`config.mk`:
```
export PLATFORM = sky130hd
export DESIGN_NAME = pc_incr_seq
export DESIGN_NICKNAME = d
export VERILOG_FILES = /design/src/rtl/pc_incr_seq.sv
export SDC_FILE = /design/constraint.sdc
export NUM_CORES = 1
export LEC_CHECK = 0
export BUFFER_PORTS_ARGS = -buffer_cell sky130_fd_sc_hd__buf_2
export CAP_MARGIN = 10
export CORE_UTILIZATION = 50
export DETAILED_ROUTE_END_ITERATION = 8
export PLACE_DENSITY = 0.8
export SLEW_MARGIN = 40
export SYNTH_ARGS = -nofsm -noshare
export SYNTH_HDL_FRONTEND = slang
export SYNTH_SLANG_ARGS = --single-unit
export TNS_END_PERCENT = 1
```
`constraint.sdc`:
```
create_clock -name clk -period 2.8 [get_ports clk]
set_input_delay 0.56 -clock clk [delete_from_list [all_inputs] [get_ports clk]]
set_output_delay 0.56 -clock clk [all_outputs]
set_load 0.02 [all_outputs]
```
`src/rtl/pc_incr_seq.sv`:
```
// pc_incr_seq: byte-serial program counter incrementer.
// A single 8-bit incrementer walks the PC from byte 0 upward and stops at the
// first byte that does not carry out, so an increment takes 1-4 INC cycles.
// Direct loads (branch/jump targets) complete in one cycle and may be issued
// back-to-back while idle.
module pc_incr_seq #(
  parameter logic [31:0] RESET_PC = 32'h0000_0000
) (
  input  logic        clk,
  input  logic        rst,
  input  logic        req_valid,
  output logic        req_ready,
  input  logic        req_load,
  input  logic [31:0] req_value,
  output logic [31:0] pc,
  output logic        done,
  output logic        ovf,
  output logic [1:0]  byte_idx
);

  typedef enum logic {
    IDLE = 1'b0,
    INC  = 1'b1
  } state_t;

  state_t state;

  // Shared byte incrementer: returns {carry_out, byte + 1}.
  function automatic logic [8:0] incr_byte(input logic [7:0] b);
    return {1'b0, b} + 9'd1;
  endfunction

  logic [7:0] cur_byte;
  logic [8:0] byte_sum;

  // Select the byte under work and feed it through the one shared adder.
  always_comb begin
    cur_byte = pc[8*byte_idx +: 8];
    byte_sum = incr_byte(cur_byte);
  end

  // Sequencer: handshake in IDLE, one byte per cycle in INC, registered outputs.
  always_ff @(posedge clk or negedge rst) begin
    if (!rst) begin
      state     <= IDLE;
      pc        <= RESET_PC;
      req_ready <= 1'b1;
      done      <= 1'b0;
      ovf       <= 1'b0;
      byte_idx  <= 2'd0;
    end else begin
      case (state)
        IDLE: begin
          done <= 1'b0;
          ovf  <= 1'b0;
          if (req_valid) begin
            if (req_load) begin
              pc   <= req_value;
              done <= 1'b1;
            end else begin
              state     <= INC;
              req_ready <= 1'b0;
              byte_idx  <= 2'd0;
            end
          end
        end
        INC: begin
          // Bytes above the terminating one are never touched.
          pc[8*byte_idx +: 8] <= byte_sum[7:0];
          if (byte_sum[8] && (byte_idx != 2'd3)) begin
            byte_idx <= byte_idx + 2'd1;
          end else begin
            state     <= IDLE;
            req_ready <= 1'b1;
            byte_idx  <= 2'd0;
            done      <= 1'b1;
            // A carry out of byte 3 means the whole PC wrapped to zero.
            ovf       <= byte_sum[8];
          end
        end
        default: begin
          state     <= IDLE;
          req_ready <= 1'b1;
          byte_idx  <= 2'd0;
          done      <= 1'b0;
          ovf       <= 1'b0;
        end
      endcase
    end
  end

endmodule

```
# Word level (Yosys, flattened, before mapping)
# Cells that the tools add are included.
# W data, S select, Z words.
# totals
elab_cells	43
input_bits	36
output_inout_bits	37
reg_bits	38
# classes
n_reduce_logical	4
n_mux	21
add_sub_neg	3
eq_ne	5
n_shift	3
n_bitwise	1
# op_table
cell	count
$mux W32	2
$pmux W32 S2	1
$neg A5 Y34	1
$shift A8 B34 Y32 const A	1
$shiftx A8 B34 Y32	1
$bwmux W32	1
$shiftx A32 B6 Y8	1
$ne A2 B2 Y1 const B	5
$add A8 B1 Y9 const B	1
$mux W1	9
$pmux W1 S2	4
$mux W2	3
$pmux W2 S2	1
$reduce_and A2 Y1	2
$reduce_and A3 Y1	1
$add A2 B1 Y2 const B	1
$logic_and A1 B1 Y1	1
$not A1 Y1	1

# Longest topological paths before layout
# depth
word_depth	5
mapped_depth	9

# Worst setup path after synthesis
# Ideal clock, no wire load.
# synth_timing
kind	flip-flop to flip-flop
start	register byte_idx[0]
end	register pc[30]
arrival_time_ns	2.269
setup_ns	0.126
stages_incl_launch_ff	9
slack_ns	0.405
cell_sequence	dfrtp_1 > buf_6 > clkbuf_1 > inv_1 > ha_1 > clkbuf_1 > and4b_1 > clkbuf_1 > a221o_1
# synth_between
elab_chain_len	5
# synth_rtl
item	line_no	source
start: declaration	18	output logic [1:0] byte_idx
start signal: assignment	71	byte_idx <= byte_idx + 2'd1;
$shiftx A32 B6 Y8	38	cur_byte = pc[8*byte_idx +: 8];
$add A8 B1 Y9	30	return {1'b0, b} + 9'd1;
$shiftx A8 B34 Y32	69	pc[8*byte_idx +: 8] <= byte_sum[7:0];
$bwmux W32 *	69	
$pmux W32 S2 *	52	case (state)
end signal: assignment	58	pc <= req_value;
end signal: indexed assignment	69	
end: declaration	15	output logic [31:0] pc,
# Mark *: on every way between the ends. The rest lies on a longest branch, timed or not.
# A chain may end at the register's enable or synchronous reset.

# Worst setup path after layout
# Same ends and word-level chain as after synthesis.

==> flow_metrics.py <==
metrics = {
    "global_routing": {
        "grt_util_met3_pct": 6.42,
        "use_met2_pct": 38.7,
        "grt_pass1_vias": 1816,
        "globalRouteOverflowTotal": 0,
        "grt_pass1_wl_um": 8800,
        "met1_usage_pct": 37.6,
        "grt_use_total_pct": 26.7,
        "antenna_found_initial": 0,
        "grt-busiest-layer": "met2",
        "grt_max_degree": 39,
    },
    "routing": {
        "viasPerCell": 5.95,
        "ant_nets": 0,
        "drt_first_pass_iters": 4,
        "drt-total-wl_um": 5690,
        "vias": 1975,
        "wl_per_cell_um": 17.1,
        "drc": 0,
        "drt_iter0_drc": 150,
    },
    "timing": {
        "setup_tns_ns": 0,
        "period_share_pct": 90.9,
        "hold_viol": 0,
        "fin_ws_ns": 0.255,
        "period_minus_slack_ns": 2.54,
        "worst-slew-pin-transition_ns": 0.711,
        "rsz0062_at_grt": "false",
        "setup_viol": 0,
        "fmax_mhz": 393,
        "drv_slew": 0,
        "fin_hold_ws_ns": 0.174,
        "slew_headroom_pct": 52.4,
        "final.setup_skew_ns": 0.0114,
    },
    "final_layout": {
        "diodes": 0,
        "final_cells": 332,
        "drive_gt1_share_pct": 35.5,
        "final_cell_mix": "buf_2, dfrtp_1, o21ai_0, nand2_1, a21oi_1",
        "num-fill-cells": 320,
        "regArea_um2": 952,
        "final_common_cell": "buf_2",
        "multi_input_area_mm2": 0.00112,
        "nNetsFinal": 322,
        "syn2layout_area_growth_pct": 25.3,
    },
    "worst_setup_path": {
        "cp.required_ns": 3.04,
        "worstPathArrival_ns": 2.78,
        "crit_path_max_incr_delay_ns": 0.78,
        "crit_type": "flip-flop to flip-flop",
        "startpoint_type": "flip-flop",
        "crit_chain": "mux4_2, ha_1, nand2_1, nor2_1, xor2_1, a221o_1",
        "path_max_fanout": 17,
        "critical-path-slowest-cell": "dfrtp_1",
        "cp-end-kind": "flip-flop",
    },
    "floorplanning": {
        "pin_count": 73,
        "fp.dieW_um": 67.6,
        "core_mm2": 0.00406,
        "die_h_um": 67.6,
        "start_util_pct": 53.0,
        "num_rows": 23,
        "dieArea_mm2": 0.00457,
    },
    "synth": {
        "ys_seq_elements": 38,
        "ys_seq_area_share_pct": 44.2,
        "synth.cell_area_mm2": 0.00215,
        "synth_warnings": 0,
        "muxShareOfSynthArea_pct": 10.6,
        "synth-adder-area-share_pct": 2.91,
        "synth_xor_area_share_pct": 2.03,
        "synth_top_family_by_area": "compound AO/OA/AOI/OAI gates",
        "synth_cell_types": 38,
        "synth_compound_area_share_pct": 21.4,
        "synthSimpleGateAreaFrac_pct": 14.9,
        "synth_area_per_cell_um2": 10.2,
        "synth_cells": 211,
        "syn-num-nets": 252,
    },
    "clocking": {
        "cts_buffer_depth": 2,
        "numCtsBuffers": 5,
        "path_clk_slew_ns": 0.09,
        "cts_root_buffer": "clkbuf_8",
        "htreeDepth": 2,
        "clock-sinks": 38,
        "ctsResizeCount": 0,
        "hold_buffers": 0,
        "post_cts_buffers": 0,
        "clk_latency_ns": 0.31,
        "cts_tree": "done",
    },
    "placement": {
        "globalplace.congestion": 0.808,
        "io_buffers": 72,
        "place_inst": 324,
        "pre_cts_ws_ns": 0.276,
        "dp_hpwl_um": 4100,
    },
    "min_path": {
        "hp-class": "input pin to asynchronous set/reset pin",
    },
    "job": {
        "drv_cap": 0,
    },
    "outcome": {
        "status": "finished clean",
    },
    "power": {
        "power.density_mw_per_mm2": 615,
        "ir_worst_vdd_uv": 340,
        "p_leak_nw": 1.28,
    },
}
-- power breakdown --
part | switching [mW] | internal, mW | total [mW]
clock network | 0.221 | 0.265 | 0.486
logic | 0.283 | 0.192 | 0.475
registers | 0.0660 | 0.630 | 0.696
total | 0.570 | 1.09 | 1.66
-- worst max-delay path: cells and delay by family, from the launching register on --
| kind | cells | cell delay, ns |
|---|---|---|
| multiplexers | 1 | 0.66 |
| AO/OA/AOI/OAI | 1 | 0.24 |
| adder cells (fa/ha/maj) | 1 | 0.26 |
| XOR/XNOR | 1 | 0.37 |
| flip-flops | 1 | 0.78 |
| AND/OR/NAND/NOR | 2 | 0.17 |
-- stage by stage --
stage	total power [mW]	util, %	area (um2)
global placement	1.16	62.9	2550
detailed placement	1.18	63.6	2580
CTS	1.66	66.5	2700
global route	1.73	66.5	2700
finish	1.66	66.5	2700
floorplan	0.995	-	2150
-- worst paths after layout --
path | from | to | slack (ns) | cells past startpoint
max | byte_idx[0] | pc[30] | 0.26 | 6
min | rst | pc[3] | 0.17 | 1
max reg2reg | byte_idx[0] | pc[30] | 0.26 | 6
min reg2reg | pc[1] | pc[1] | 0.51 | 2
max in group asynchronous | rst | req_ready | 2.08 | 2
min in group clk | pc[1] | pc[1] | 0.51 | 2
-- cell usage after synthesis --
| library cell | count | share of area (%) |
|---|---|---|
| a21oi_1 | 15 | 3.5 |
| a221o_1 | 8 | 3.7 |
| a22oi_1 | 13 | 4.5 |
| a2bb2oi_1 | 3 | 1.2 |
| a32o_1 | 1 | 0.47 |
| and2_1 | 1 | 0.29 |
| and3_1 | 8 | 2.3 |
| and4_1 | 1 | 0.41 |
| and4b_1 | 1 | 0.47 |
| buf_2 | 1 | 0.23 |
| buf_6 | 1 | 0.52 |
| clkbuf_1 | 14 | 2.4 |
| dfrtp_1 | 37 | 43 |
| dfstp_2 | 1 | 1.2 |
| ha_1 | 5 | 2.9 |
| inv_1 | 4 | 0.70 |
| mux2_2 | 2 | 1.0 |
| mux2i_1 | 1 | 0.47 |
| mux4_1 | 4 | 4.9 |
| mux4_2 | 4 | 4.2 |
| nand2_1 | 23 | 4.0 |
| nand2_2 | 1 | 0.29 |
| nand2b_1 | 1 | 0.29 |
| nand3_1 | 4 | 0.93 |
| nand4_1 | 2 | 0.58 |
| nand4b_1 | 1 | 0.41 |
| nor2_1 | 9 | 1.6 |
| nor2b_1 | 5 | 1.5 |
| nor3_1 | 3 | 0.70 |
| o21a_1 | 1 | 0.35 |
| o21ai_0 | 25 | 5.8 |
| o2bb2ai_1 | 2 | 0.81 |
| o31ai_4 | 1 | 0.99 |
| or2_4 | 1 | 0.41 |
| or3_1 | 1 | 0.29 |
| or4_4 | 1 | 0.52 |
| xnor2_1 | 4 | 1.6 |
| xor2_1 | 1 | 0.41 |
-- registers in the layout, indices dropped and copies added, names as in the netlist --
| signal | cells |
|---|---|
| pc | 32 |
| done | 1 |
| state | 1 |
| ovf | 1 |
| req_ready | 1 |
| byte_idx | 2 |
-- layout make-up --
class                   count  share of cell area, %
clock buffers               5                   2.55
clock inverters             3                   1.67
inverters                   4                  0.557
multi-input cells         153                   41.5
flip-flops and latches     38                   35.3
well taps                  50                   2.32
repair buffers             79                   16.1
-- metal layers --
| metal | routed length, um | share of wire [%] | up-vias |
|---|---|---|---|
| met3 | 380 | 6.7 | 16 |
| met5 | 0 | 0 | - |
| met1 | 2540 | 45 | 952 |
| li1 | - | - | 928 |
| met2 | 2610 | 46 | 79 |
| met4 | 160 | 2.8 | 0 |
-- cell families after synthesis --
group	after synthesis
simple gates	63
flops	38
fa+ha+maj	5
xor+xnor	5
compound gates	69
mux	11
buf+inv	20
(Power assumes the default switching activity.)
